<file path="src/rtl/mips_pkg.sv">
// Shared MIPS decode definitions: register index width, opcode/funct codes,
// ALU operation encodings and the decoded-control bundle.
package mips_pkg;

  localparam int unsigned REG_W   = 5;
  localparam int unsigned INSTR_W = 32;
  localparam int unsigned XLEN    = 32;
  localparam int unsigned ALU_W   = 4;

  // Primary opcodes, instr[31:26]
  localparam logic [5:0] OP_RTYPE = 6'h00;
  localparam logic [5:0] OP_BEQ   = 6'h04;
  localparam logic [5:0] OP_ADDI  = 6'h08;
  localparam logic [5:0] OP_ANDI  = 6'h0C;
  localparam logic [5:0] OP_ORI   = 6'h0D;
  localparam logic [5:0] OP_LW    = 6'h23;
  localparam logic [5:0] OP_SW    = 6'h2B;

  // R-type function codes, instr[5:0]
  localparam logic [5:0] FN_ADD  = 6'h20;
  localparam logic [5:0] FN_SUB  = 6'h22;
  localparam logic [5:0] FN_SUBU = 6'h23;
  localparam logic [5:0] FN_AND  = 6'h24;
  localparam logic [5:0] FN_OR   = 6'h25;
  localparam logic [5:0] FN_SLT  = 6'h2A;

  // ALU operation encodings
  localparam logic [ALU_W-1:0] ALU_ADD  = 4'd0;
  localparam logic [ALU_W-1:0] ALU_SUB  = 4'd1;
  localparam logic [ALU_W-1:0] ALU_SUBU = 4'd2;
  localparam logic [ALU_W-1:0] ALU_AND  = 4'd3;
  localparam logic [ALU_W-1:0] ALU_OR   = 4'd4;
  localparam logic [ALU_W-1:0] ALU_SLT  = 4'd5;

  // Decoded control for one instruction
  typedef struct packed {
    logic [ALU_W-1:0] alu_op;
    logic             alu_src_imm;
    logic             reg_wr_en;
    logic             mem_rd;
    logic             mem_wr;
    logic             branch;
    logic             illegal;
    logic             uses_rt;
    logic [REG_W-1:0] rd;
    logic [XLEN-1:0]  imm;
  } ctrl_t;

  function automatic logic [XLEN-1:0] sext16(input logic [15:0] v);
    return {{16{v[15]}}, v};
  endfunction

  function automatic logic [XLEN-1:0] zext16(input logic [15:0] v);
    return {16'h0000, v};
  endfunction

endpackage

</file>
<file path="src/rtl/decode_ctrl.sv">
// Combinational instruction decoder: control bits, immediate, destination
// register and whether the rt field is read as a source.
module decode_ctrl
  import mips_pkg::*;
(
  input  logic [INSTR_W-1:0] instr,
  output ctrl_t              ctrl_c
);

  logic [5:0]       opcode;
  logic [5:0]       funct;
  logic [REG_W-1:0] rt_f;
  logic [REG_W-1:0] rd_f;
  logic [15:0]      imm16;
  logic             unused_bits;

  assign opcode      = instr[31:26];
  assign funct       = instr[5:0];
  assign rt_f        = instr[20:16];
  assign rd_f        = instr[15:11];
  assign imm16       = instr[15:0];
  // rs is consumed by the stage, shamt by nobody
  assign unused_bits = ^{instr[25:21], instr[10:6]};

  // Opcode/funct decode; an unknown encoding yields only the illegal flag
  always_comb begin
    ctrl_c = '0;
    case (opcode)
      OP_RTYPE: begin
        ctrl_c.uses_rt   = 1'b1;
        ctrl_c.reg_wr_en = 1'b1;
        ctrl_c.rd        = rd_f;
        case (funct)
          FN_ADD:  ctrl_c.alu_op = ALU_ADD;
          FN_SUB:  ctrl_c.alu_op = ALU_SUB;
          FN_SUBU: ctrl_c.alu_op = ALU_SUBU;
          FN_AND:  ctrl_c.alu_op = ALU_AND;
          FN_OR:   ctrl_c.alu_op = ALU_OR;
          FN_SLT:  ctrl_c.alu_op = ALU_SLT;
          default: begin
            ctrl_c         = '0;
            ctrl_c.illegal = 1'b1;
          end
        endcase
      end
      OP_ADDI: begin
        ctrl_c.alu_op      = ALU_ADD;
        ctrl_c.alu_src_imm = 1'b1;
        ctrl_c.reg_wr_en   = 1'b1;
        ctrl_c.rd          = rt_f;
        ctrl_c.imm         = sext16(imm16);
      end
      OP_ANDI: begin
        ctrl_c.alu_op      = ALU_AND;
        ctrl_c.alu_src_imm = 1'b1;
        ctrl_c.reg_wr_en   = 1'b1;
        ctrl_c.rd          = rt_f;
        ctrl_c.imm         = zext16(imm16);
      end
      OP_ORI: begin
        ctrl_c.alu_op      = ALU_OR;
        ctrl_c.alu_src_imm = 1'b1;
        ctrl_c.reg_wr_en   = 1'b1;
        ctrl_c.rd          = rt_f;
        ctrl_c.imm         = zext16(imm16);
      end
      OP_LW: begin
        ctrl_c.alu_op      = ALU_ADD;
        ctrl_c.alu_src_imm = 1'b1;
        ctrl_c.reg_wr_en   = 1'b1;
        ctrl_c.mem_rd      = 1'b1;
        ctrl_c.rd          = rt_f;
        ctrl_c.imm         = sext16(imm16);
      end
      OP_SW: begin
        ctrl_c.alu_op      = ALU_ADD;
        ctrl_c.alu_src_imm = 1'b1;
        ctrl_c.mem_wr      = 1'b1;
        ctrl_c.uses_rt     = 1'b1;
        ctrl_c.imm         = sext16(imm16);
      end
      OP_BEQ: begin
        ctrl_c.alu_op  = ALU_SUB;
        ctrl_c.branch  = 1'b1;
        ctrl_c.uses_rt = 1'b1;
        ctrl_c.imm     = sext16(imm16);
      end
      default: ctrl_c.illegal = 1'b1;
    endcase
    // $0 is hardwired, so writes to it are suppressed here
    if (ctrl_c.rd == '0) ctrl_c.reg_wr_en = 1'b0;
  end

endmodule

</file>
<file path="src/rtl/decode_stage.sv">
// MIPS instruction-decode stage: IF/ID register, register_file read
// addressing, load-use stall, flush and the ID/EX pipeline register.
// Optional build macro DECODE_WB_BYPASS_EN forwards same-cycle write-back
// data onto the rs/rt operands.
module decode_stage
  import mips_pkg::*;
#(
  parameter int unsigned ALU_OP_W = 4,
  parameter int unsigned PC_W     = 32
) (
  input  logic                clk,
  input  logic                rst,
  input  logic                if_valid,
  input  logic [31:0]         if_instr,
  input  logic [PC_W-1:0]     if_pc,
  output logic                if_ready,
  input  logic                flush,
  output logic [4:0]          r_reg1,
  output logic [4:0]          r_reg2,
  input  logic [31:0]         r1_data,
  input  logic [31:0]         r2_data,
  input  logic                wb_wr_en,
  input  logic [4:0]          wb_reg,
  input  logic [31:0]         wb_data,
  output logic                ex_valid,
  output logic [PC_W-1:0]     ex_pc,
  output logic [31:0]         ex_rs_data,
  output logic [31:0]         ex_rt_data,
  output logic [31:0]         ex_imm,
  output logic [4:0]          ex_rd,
  output logic [ALU_OP_W-1:0] ex_alu_op,
  output logic                ex_alu_src_imm,
  output logic                ex_reg_wr_en,
  output logic                ex_mem_rd,
  output logic                ex_mem_wr,
  output logic                ex_branch,
  output logic                ex_illegal
);

  // IF/ID register
  logic               id_valid_q, id_valid_d;
  logic [INSTR_W-1:0] id_instr_q, id_instr_d;
  logic [PC_W-1:0]    id_pc_q,    id_pc_d;

  // ID/EX register
  logic                ex_valid_q,       ex_valid_d;
  logic [PC_W-1:0]     ex_pc_q,          ex_pc_d;
  logic [XLEN-1:0]     ex_rs_data_q,     ex_rs_data_d;
  logic [XLEN-1:0]     ex_rt_data_q,     ex_rt_data_d;
  logic [XLEN-1:0]     ex_imm_q,         ex_imm_d;
  logic [REG_W-1:0]    ex_rd_q,          ex_rd_d;
  logic [ALU_OP_W-1:0] ex_alu_op_q,      ex_alu_op_d;
  logic                ex_alu_src_imm_q, ex_alu_src_imm_d;
  logic                ex_reg_wr_en_q,   ex_reg_wr_en_d;
  logic                ex_mem_rd_q,      ex_mem_rd_d;
  logic                ex_mem_wr_q,      ex_mem_wr_d;
  logic                ex_branch_q,      ex_branch_d;
  logic                ex_illegal_q,     ex_illegal_d;

  ctrl_t            ctrl_c;
  logic [REG_W-1:0] rs_c;
  logic [REG_W-1:0] rt_c;
  logic [XLEN-1:0]  rs_val_c;
  logic [XLEN-1:0]  rt_val_c;
  logic             stall_c;

  decode_ctrl u_decode_ctrl (
    .instr  (id_instr_q),
    .ctrl_c (ctrl_c)
  );

  assign rs_c     = id_instr_q[25:21];
  assign rt_c     = id_instr_q[20:16];
  assign r_reg1   = rs_c;
  assign r_reg2   = rt_c;
  assign if_ready = !flush && (!id_valid_q || !stall_c);

  // Load-use hazard: the load in EX writes a register this instruction reads
  always_comb begin
    stall_c = 1'b0;
    if (id_valid_q && ex_valid_q && ex_mem_rd_q && (ex_rd_q != '0)) begin
      stall_c = (ex_rd_q == rs_c) || (ctrl_c.uses_rt && (ex_rd_q == rt_c));
    end
  end

`ifdef DECODE_WB_BYPASS_EN
  // Operand select with forwarding of a write-back not yet visible on the read port
  always_comb begin
    rs_val_c = r1_data;
    rt_val_c = r2_data;
    if (wb_wr_en && (wb_reg != '0) && (wb_reg == rs_c)) rs_val_c = wb_data;
    if (wb_wr_en && (wb_reg != '0) && (wb_reg == rt_c)) rt_val_c = wb_data;
  end
`else
  logic unused_wb;
  assign unused_wb = ^{wb_wr_en, wb_reg, wb_data};

  // Operands straight from the register_file read ports
  always_comb begin
    rs_val_c = r1_data;
    rt_val_c = r2_data;
  end
`endif

  // IF/ID next state: flush kills, accept loads, advance without refill empties
  always_comb begin
    id_valid_d = id_valid_q;
    id_instr_d = id_instr_q;
    id_pc_d    = id_pc_q;
    if (flush) begin
      id_valid_d = 1'b0;
    end else if (if_valid && if_ready) begin
      id_valid_d = 1'b1;
      id_instr_d = if_instr;
      id_pc_d    = if_pc;
    end else if (id_valid_q && !stall_c) begin
      id_valid_d = 1'b0;
    end
  end

  // ID/EX next state: decoded instruction on advance, otherwise a bubble
  always_comb begin
    ex_valid_d       = 1'b0;
    ex_pc_d          = '0;
    ex_rs_data_d     = '0;
    ex_rt_data_d     = '0;
    ex_imm_d         = '0;
    ex_rd_d          = '0;
    ex_alu_op_d      = '0;
    ex_alu_src_imm_d = 1'b0;
    ex_reg_wr_en_d   = 1'b0;
    ex_mem_rd_d      = 1'b0;
    ex_mem_wr_d      = 1'b0;
    ex_branch_d      = 1'b0;
    ex_illegal_d     = 1'b0;
    if (!flush && id_valid_q && !stall_c) begin
      if (ctrl_c.illegal) begin
        ex_illegal_d = 1'b1;
      end else begin
        ex_valid_d       = 1'b1;
        ex_pc_d          = id_pc_q;
        ex_rs_data_d     = rs_val_c;
        ex_rt_data_d     = rt_val_c;
        ex_imm_d         = ctrl_c.imm;
        ex_rd_d          = ctrl_c.rd;
        ex_alu_op_d      = ALU_OP_W'(ctrl_c.alu_op);
        ex_alu_src_imm_d = ctrl_c.alu_src_imm;
        ex_reg_wr_en_d   = ctrl_c.reg_wr_en;
        ex_mem_rd_d      = ctrl_c.mem_rd;
        ex_mem_wr_d      = ctrl_c.mem_wr;
        ex_branch_d      = ctrl_c.branch;
      end
    end
  end

  // Pipeline registers with synchronous reset
  always_ff @(posedge clk) begin
    if (rst) begin
      id_valid_q       <= 1'b0;
      id_instr_q       <= '0;
      id_pc_q          <= '0;
      ex_valid_q       <= 1'b0;
      ex_pc_q          <= '0;
      ex_rs_data_q     <= '0;
      ex_rt_data_q     <= '0;
      ex_imm_q         <= '0;
      ex_rd_q          <= '0;
      ex_alu_op_q      <= '0;
      ex_alu_src_imm_q <= 1'b0;
      ex_reg_wr_en_q   <= 1'b0;
      ex_mem_rd_q      <= 1'b0;
      ex_mem_wr_q      <= 1'b0;
      ex_branch_q      <= 1'b0;
      ex_illegal_q     <= 1'b0;
    end else begin
      id_valid_q       <= id_valid_d;
      id_instr_q       <= id_instr_d;
      id_pc_q          <= id_pc_d;
      ex_valid_q       <= ex_valid_d;
      ex_pc_q          <= ex_pc_d;
      ex_rs_data_q     <= ex_rs_data_d;
      ex_rt_data_q     <= ex_rt_data_d;
      ex_imm_q         <= ex_imm_d;
      ex_rd_q          <= ex_rd_d;
      ex_alu_op_q      <= ex_alu_op_d;
      ex_alu_src_imm_q <= ex_alu_src_imm_d;
      ex_reg_wr_en_q   <= ex_reg_wr_en_d;
      ex_mem_rd_q      <= ex_mem_rd_d;
      ex_mem_wr_q      <= ex_mem_wr_d;
      ex_branch_q      <= ex_branch_d;
      ex_illegal_q     <= ex_illegal_d;
    end
  end

  assign ex_valid       = ex_valid_q;
  assign ex_pc          = ex_pc_q;
  assign ex_rs_data     = ex_rs_data_q;
  assign ex_rt_data     = ex_rt_data_q;
  assign ex_imm         = ex_imm_q;
  assign ex_rd          = ex_rd_q;
  assign ex_alu_op      = ex_alu_op_q;
  assign ex_alu_src_imm = ex_alu_src_imm_q;
  assign ex_reg_wr_en   = ex_reg_wr_en_q;
  assign ex_mem_rd      = ex_mem_rd_q;
  assign ex_mem_wr      = ex_mem_wr_q;
  assign ex_branch      = ex_branch_q;
  assign ex_illegal     = ex_illegal_q;

endmodule

</file>
<file path="config.mk">
export PLATFORM = sky130hd
export DESIGN_NAME = decode_stage
export DESIGN_NICKNAME = d
export VERILOG_FILES = /design/src/rtl/mips_pkg.sv /design/src/rtl/decode_ctrl.sv /design/src/rtl/decode_stage.sv
export SDC_FILE = /design/constraint.sdc
export NUM_CORES = 1
export LEC_CHECK = 0
export CORE_ASPECT_RATIO = 1.4
export CORE_UTILIZATION = 30
export CTS_CLUSTER_SIZE = 25
export DETAILED_ROUTE_END_ITERATION = 10
export GPL_ROUTABILITY_DRIVEN = 0
export SYNTH_ARGS = -nofsm -noshare
export SYNTH_HDL_FRONTEND = slang
export SYNTH_SLANG_ARGS = --single-unit
export TNS_END_PERCENT = 10
</file>
<file path="constraint.sdc">
create_clock -name clk -period 5.5 [get_ports clk]
set_clock_uncertainty 0.05 [all_clocks]
set_input_delay 1.375 -clock clk [delete_from_list [all_inputs] [get_ports clk]]
set_output_delay 1.375 -clock clk [all_outputs]
set_load 0.03 [all_outputs]
</file>
After elaboration in Yosys (flattened, before gate mapping)
Index checks and enable logic that the tools add are counted.
{"block": "word_totals", "output_inout_bits": 155, "wordCells": 79, "input_bits": 170, "reg_bits": 209}
{"block": "classes", "n_reduce_logical": 30, "n_eq_ne": 14, "bitwise": 2, "muxes": 17}
{"cell": "$pmux W32 S3", "count": 1}
{"cell": "$eq A6 B6 Y1 const B", "count": 8}
{"cell": "$mux W43", "count": 1}
{"cell": "$eq A6 B4 Y1 const B", "count": 3}
{"cell": "$pmux W3 S5", "count": 1}
{"cell": "$pmux W1 S2", "count": 7}
{"cell": "$pmux W3 S4", "count": 1}
{"cell": "$reduce_or A4 Y1", "count": 3}
{"cell": "$reduce_or A6 Y1", "count": 2}
{"cell": "$eq A5 B5 Y1", "count": 2}
{"cell": "$pmux W5 S2", "count": 1}
{"cell": "$logic_and A1 B1 Y1", "count": 9}
{"cell": "$reduce_or A2 Y1", "count": 4}
{"cell": "$eq A6 B3 Y1 const B", "count": 1}
{"cell": "$logic_not A6 Y1", "count": 1}
{"cell": "$logic_not A5 Y1", "count": 1}
{"cell": "$mux W1", "count": 5}
{"cell": "$reduce_bool A5 Y1", "count": 1}
{"cell": "$reduce_or A5 Y1", "count": 1}
{"cell": "$logic_not A1 Y1", "count": 3}
{"cell": "$reduce_or A3 Y1", "count": 1}
{"cell": "$logic_or A1 B1 Y1", "count": 2}
{"cell": "$not A1 Y1", "count": 2}
{"cell": "$reduce_and A2 Y1", "count": 1}
{"cell": "$reduce_bool A2 Y1", "count": 1}

Longest topological paths before layout
Gate-level depths: netlist of run 1.
{"block": "logic_depth", "depth_word": 12, "mapped_depth": 11, "depth_no_buf": 7}

By module
A second synthesis of run 1 with hierarchy kept.
{"block": "unflattened", "hier_cells": 581, "area_unflattened_um2": 6849.1}
{"module": "decode_stage", "seq_area_each_um2": 4184.0, "area_each_um2": 6197.2, "cells_per_inst": 485, "instances": 1}
{"module": "decode_ctrl", "seq_area_each_um2": 0.0, "area_each_um2": 651.9, "cells_per_inst": 96, "instances": 1}

Least setup slack after synthesis of run 1
Ideal clock, no wire load.
{"block": "synth_path", "path_kind": "input -> output", "startpoint": "input port flush", "endpoint": "output port if_ready", "t_arrival_ps": 1895, "required_ps": 4075, "n_path_buf": 0, "setup_slack_ps": 2180, "stages": 3, "path_cell_list": "a31oi_1 -> o21ai_0 -> inv_1"}
{"block": "synth_via", "elab_chain_cells": 2}
{"element": "from (decl)", "line_no": "decode_stage.sv:17", "source": "input logic flush,"}
{"element": "$logic_not A1 Y1", "line_no": "decode_stage.sv:76", "source": "assign if_ready = !flush && (!id_valid_q || !stall_c);"}
{"element": "$logic_and A1 B1 Y1", "line_no": "decode_stage.sv:76"}
{"element": "to (decl)", "line_no": "decode_stage.sv:16", "source": "output logic if_ready,"}
No other way between the ends.

Worst setup path in the final report of run 1
{"block": "layout_path", "startpoint": "register id_instr_q[28]", "endpoint": "output port if_ready"}
{"block": "layout_via", "elab_chain_cells": 9, "elab_cells_between_ends": 11, "classes_between": "2 x eq/ne; 2 x mux; 7 x reduce/logical"}
{"element": "from (decl)", "line_no": "decode_stage.sv:42", "source": "logic [INSTR_W-1:0] id_instr_q, id_instr_d;"}
{"element": "from (signal assigned)", "line_no": "decode_stage.sv:177", "source": "id_instr_q <= id_instr_d;"}
{"element": "$eq A6 B6 Y1 / $eq A6 B3 Y1 (equally long branches)", "line_no": "decode_ctrl.sv:28", "source": "case (opcode)"}
{"element": "$reduce_or A2 Y1 (no line)"}
{"element": "$pmux W1 S2 (*)", "line_no": "decode_ctrl.sv:28"}
{"element": "$logic_and A1 B1 Y1 (*)", "line_no": "decode_stage.sv:82", "source": "stall_c = (ex_rd_q == rs_c) || (ctrl_c.uses_rt && (ex_rd_q == rt_c));"}
{"element": "$logic_or A1 B1 Y1 (*)", "line_no": "decode_stage.sv:82"}
{"element": "$mux W1 (*)", "line_no": "decode_stage.sv:81", "source": "if (id_valid_q && ex_valid_q && ex_mem_rd_q && (ex_rd_q != '0)) begin"}
{"element": "$logic_not A1 Y1 (*)", "line_no": "decode_stage.sv:76"}
{"element": "$logic_or A1 B1 Y1 (*)", "line_no": "decode_stage.sv:76"}
{"element": "$logic_and A1 B1 Y1 (*)", "line_no": "decode_stage.sv:76"}
Every way passes the cells marked *; elsewhere a longest branch is shown, timed or not.

==> results_dict.tcl, run 1 <==
set metrics [dict create \
    outcome "complete, but fails checks" \
    violations "design-rule violations" \
    drt_wl_total_microns 16760 \
    drt_pass1_iterations 9 \
    synth_top_area_frac 0.6031 \
    final_max_slew_viol_count 0 \
    rows 62 \
    arrival_ns 3.00 \
    worst_pin_slew_ns 0.9715 \
    synth-compound-area-share 0.02754 \
    cp-start-kind "register" \
    synth_top_family_by_area "simple AND/OR/NAND/NOR gates" \
    dp_slack_ns 1.137 \
    seq_area_frac_synth 0.6031 \
    drive_gt1_frac 0.05176 \
    syn_nets 754 \
    yosysTopAreaCell "dfxtp_1" \
    drv_cap 0 \
    ys_seq_elements 193 \
    ctsResizeCount 0 \
    first_iter_violations 196 \
    post-cts-setup-buffer-count 0 \
    hp-class "reg2reg" \
    final-hold-violation-count 0 \
    clkSinkCount 193 \
    insertion_delay_ns 0.43 \
    yosys-mux-area-fraction 0.1000 \
    setup_ws_ns 1.072 \
    cts_hold_buf 0 \
    io_pins 325 \
    fmax_mhz 225.8 \
    synth-simple-area-share 0.1918 \
    yosys_warnings 0 \
    ir_drop_v 0.0002021 \
    setup_tns_ns 0 \
    fin_nets 1007 \
    grt_pass1_vias 4508 \
    placed_cell_area_sq_mm 0.009241 \
    design_area_sq_mm 0.009798 \
    crit_fanout 10 \
    grt_pass1_wl_microns 25620 \
    port_buffers 285 \
    synth_area_leaders "dfxtp_1 60%, mux2i_1 10%, and2_1 9.5%, nor2_1 4.7%, buf_4 3.2%" \
    endpoint_kind "output pin" \
    antenna_found_initial 0 \
    synthArstFlopShare 0 \
    initial_core_util 0.3093 \
    track_usage 0.1562 \
    drc 27 \
    syn_avg_cell_area_sq_um 10.97 \
    yosysUniqueCellTypes 42 \
    synth_fa_ha_area_frac 0 \
    fillers 1956 \
    cts_max_level 4 \
    grt_max_degree 76 \
    avgRoutedWirePerCell_microns 15.15 \
    period_needed_ns 4.428 \
    fin_crit_sh 0.8051 \
    die_y_microns 174.9 \
    synth_flop_cell "dfxtp_1" \
    cellLeakagePower_nw 4.104 \
    dp.cells 1074 \
    hold_slack_ns 0.4019 \
    finalNonFillerCells 1106 \
    cts_tree "built" \
    clk_pin_slew_ns 0.07 \
    overflow 0 \
    clock_path_buffers 2 \
    synth_enable_flop_cells 0 \
    slew_headroom 0.3524 \
    numCtsBuffers 17 \
    fin_util 0.4731 \
    syn_to_final_growth_pct 52.95 \
    ant_nets 0 \
    setup_viol 0 \
    syn_inst 584 \
    path_class "reg2out" \
    synthXorXnorAreaFrac 0.01504 \
    grt_setup_unrepaired "no" \
    num_vias 4735 \
    syn-cell-area_sq_mm 0.006406 \
    vias_per_cell 4.281 \
    place_hpwl_microns 11970 \
    core_area_sq_mm 0.02071 \
    cts_root_buffer "clkbuf_16" \
    num_antenna_cells 0 \
    p_per_area_mw_per_mm2 287.6 \
    dieArea_sq_mm 0.02195 \
    required_ns 4.07 \
    finalPower_mw 2.818 \
    die_x_microns 125.5 \
]
-- final timing paths --
path	start	endpoint	slack [ns]	cells past startpoint
max	id_instr_q[28]	if_ready	1.07	6
max reg2reg	id_instr_q[26]	ex_rs_data[26]	2.23	8
min	id_pc_q[7]	ex_pc[7]	0.40	1
min reg2reg	id_pc_q[7]	ex_pc[7]	0.40	1
-- registers in the layout, summed over array words and instances, names as in the netlist --
register	cells
ex_alu_op	3
ex_valid	1
ex_rd	5
ex_reg_wr_en	1
ex_illegal	1
ex_pc	32
ex_mem_rd	1
ex_branch	1
ex_rt_data	32
id_instr_q	32
ex_mem_wr	1
ex_imm	17
id_pc_q	32
id_valid_q	1
ex_rs_data	32
ex_alu_src_imm	1
-- cell usage in the layout (no fill, tap or decap), types with 3 or more instances in the layout --
cell	n
nor2_1	80
nand2_1	4
and2_1	97
nor3_1	7
clkdlybuf4s50_1	284
clkinvlp_4	5
xnor2_1	3
inv_1	4
a22oi_1	6
xor2_1	8
o21ai_0	6
dfxtp_1	193
buf_4	6
a21oi_1	7
clkbuf_16	17
and3_1	18
clkinv_2	4
mux2i_1	64
-- worst max-delay path: stages, from the launching register on --
cell and delay, ns:
dfxtp_1 0.55, or4b_2 0.62, o22ai_1 0.15, a32oi_1 0.13, o21ai_0 0.42, inv_1 0.10, clkdlybuf4s50_1 0.61
-- synth_stat cells, types with 2 or more instances --
master	count
a21oi_1	7
a22oi_1	6
and2_1	97
and3_1	18
buf_2	11
buf_4	27
buf_6	6
clkbuf_1	10
clkbuf_2	3
dfxtp_1	193
inv_1	4
mux2i_1	64
nand2_1	4
nand3_1	2
nor2_1	80
nor2b_1	2
nor3_1	7
nor3b_1	2
o21ai_0	6
o21bai_1	2
o22ai_1	2
or4_1	2
xnor2_1	3
xor2_1	8
-- power breakdown --
group	leakage (nW)	switching, mW	internal [mW]
registers	1.56	0.0200	1.42
logic	2.28	0.0784	0.131
clock network	0.261	0.532	0.635
total	4.10	0.630	2.19
-- cell families (layout without fill, tap and decap cells) --
group | after synthesis | count (layout)
simple gates | 225 | 225
flops | 193 | 193
mux | 64 | 64
buf+inv | 62 | 328
compound gates | 28 | 28
xor+xnor | 11 | 11
other cells | 1 | 1
-- area by class of cell --
type	count	area, sq um	area share
sequential	193	3864	0.3943
clock buffer	19	442.9	0.04520
tap	256	320.3	0.03269
inverter	5	18.77	0.001915
timing repair buffer	291	2893	0.2952
clock inverter	13	113.9	0.01162
multi-input combinational	329	2146	0.2190
-- layer usage --
metal,up-vias,global-route usage,routed length [microns],share of wire
li1,2380,-,-,-
met1,2148,0.1678,6580,0.39
met2,188,0.2785,8662,0.52
met3,19,0.04623,1152,0.069
met4,0,0.07520,361,0.022
met5,-,0,0,0
No activity file was read; power rests on OpenSTA's default activity.
==> run 2: changes to the inputs <==
--- a/config.mk
+++ b/config.mk
@@ -10,6 +10,7 @@
 export CTS_CLUSTER_SIZE = 25
 export DETAILED_ROUTE_END_ITERATION = 10
 export GPL_ROUTABILITY_DRIVEN = 0
+export PLACE_DENSITY = 0.66
 export SYNTH_ARGS = -nofsm -noshare
 export SYNTH_HDL_FRONTEND = slang
 export SYNTH_SLANG_ARGS = --single-unit
==> constraint.sdc (replaced) <==
create_clock -name clk -period 3.8 [get_ports clk]
set_clock_uncertainty 0.05 [all_clocks]
set_input_delay 0.95 -clock clk [delete_from_list [all_inputs] [get_ports clk]]
set_output_delay 0.95 -clock clk [all_outputs]
set_load 0.03 [all_outputs]
==> run 2 against run 1 <==
Against the previous run: the run still ends with design-rule violations left; critical path depth unchanged; sequential power grew 45%; count of clock-buffer cells in the layout shrank 2; non-clock buffer count up 1; flip-flop and latch count unchanged; hold slack better by 0.0022 ns; clock power is 44% higher; routed wire length shrank 2.5%; via count up 2.1%; die area did not move; first-iteration DRC count shrank 2.0%.
==> results_dict.tcl, run 2 (synthesis gave the netlist of run 1 again) <==
set metrics [dict create \
    cpLargestDelayFamily "simple AND/OR/NAND/NOR gates" \
    hp-class "reg2reg" \
    drt_pass1_iterations 10 \
    worst_pin_slew_ns 0.8069 \
    clock_path_buffers 2 \
    finalPower_mw 4.072 \
    violations "design-rule violations" \
    vias_per_cell 4.367 \
    syn_to_final_growth_pct 53.57 \
    cp-start-kind "register" \
    fin_crit_sh 0.9309 \
    cts_max_level 4 \
    cts_root_buffer "clkbuf_16" \
    drc 27 \
    multi_input_area_sq_mm 0.002146 \
    port_buffers 285 \
    required_ns 2.80 \
    path_cells "or4_4 -> nor3_4 -> a32oi_1 -> o21ai_1 -> inv_1 -> dlygate4sd2_1" \
    place_hpwl_microns 11580 \
    drv_cap 0 \
    dieArea_sq_mm 0.02195 \
    setup_ws_ns 0.2626 \
    slew_headroom 0.4575 \
    first_iter_violations 192 \
    setup_viol 0 \
    clk_pin_slew_ns 0.07 \
    path_class "reg2out" \
    crit_fanout 7 \
    grt_max_degree 67 \
    rows 62 \
    max_stage_delay_ns 0.59 \
    period_needed_ns 3.537 \
    arrival_ns 2.54 \
    ant_nets 0 \
    core_area_sq_mm 0.02071 \
    final-seq-area_sq_mm 0.003864 \
    endpoint_kind "output pin" \
    final_cell_mix "283 x clkdlybuf4s50_1, 193 x dfxtp_1, 97 x and2_1" \
    clkSinkCount 193 \
    cts_tree "built" \
    drive_gt1_frac 0.05405 \
    ctsResizeCount 2 \
    cellLeakagePower_nw 4.126 \
    grt_setup_unrepaired "no" \
    grt_pass1_vias 4469 \
    track_usage 0.1499 \
    numCtsBuffers 17 \
    dp_slack_ns 0.2960 \
    die_y_microns 174.9 \
    cp.depth 6 \
    insertion_delay_ns 0.43 \
    num_antenna_cells 0 \
    avgRoutedWirePerCell_microns 14.76 \
    hold_slack_ns 0.4041 \
    fillers 1928 \
    holdPathStages 1 \
    p_per_area_mw_per_mm2 413.9 \
    io_pins 325 \
    cp_slowest_cell "or4_4" \
    worstRegToRegCells 8 \
    final_common_cell "clkdlybuf4s50_1" \
    outcome "complete, but fails checks" \
    ir_drop_v 0.0002700 \
    drt_wl_total_microns 16340 \
    overflow 0 \
    num_vias 4834 \
    fin_nets 1008 \
    grt_pass1_wl_microns 24900 \
    initial_core_util 0.3093 \
    final_max_slew_viol_count 0 \
    path_buf_inv 2 \
    fmax_mhz 282.7 \
    die_x_microns 125.5 \
    final-hold-violation-count 0 \
    antenna_found_initial 0 \
    setup_tns_ns 0 \
    post-cts-setup-buffer-count 0 \
    cts_hold_buf 0 \
]
## run 2: area by class of cell
cell class / instances / share of cell area
clock buffers: 17 / 0.04324
flip-flops and latches: 193 / 0.3927
well taps: 256 / 0.03256
inverters: 5 / 0.001908
clock inverters: 15 / 0.01297
multi-input cells: 329 / 0.2181
repair buffers: 292 / 0.2985
## run 2: worst paths after layout
| path | end | startpoint | slack [ns] |
|---|---|---|---|
| max | if_ready | id_instr_q[26] | 0.26 |
| min | ex_pc[26] | id_pc_q[26] | 0.40 |
| max reg2reg | ex_rt_data[17] | id_instr_q[26] | 0.79 |
| min reg2reg | ex_pc[26] | id_pc_q[26] | 0.40 |
## run 2: power breakdown
group	switching [mW]	leakage (nW)	internal, mW
Sequential	0.0275	1.56	2.06
Clock	0.822	0.266	0.859
Combinational	0.115	2.30	0.191
Total	0.965	4.13	3.11
## run 2: worst reg2reg max path: cells and delay by family (launching register included)
family / cells / cell delay (ns)
flops: 1 / 0.38
buf+inv: 2 / 0.38
simple gates: 6 / 2.13
## run 2: metal layers
layer  routed length (microns)  global-route usage
met2                      8873              0.2824
met4                       200             0.05640
met5                         0                   0
met3                      1042             0.04623
met1                      6219              0.1531
## run 2: through the flow
| stage | area, sq um | utilization | instances |
|---|---|---|---|
| floorplan | 6406 | - | 584 |
| global placement | 9286 | 0.4484 | 1075 |
| detailed placement | 9286 | 0.4484 | 1075 |
| CTS | 9838 | 0.4750 | 1107 |
| global route | 9838 | 0.4750 | 1107 |
| finish | 9838 | 0.4750 | 1107 |
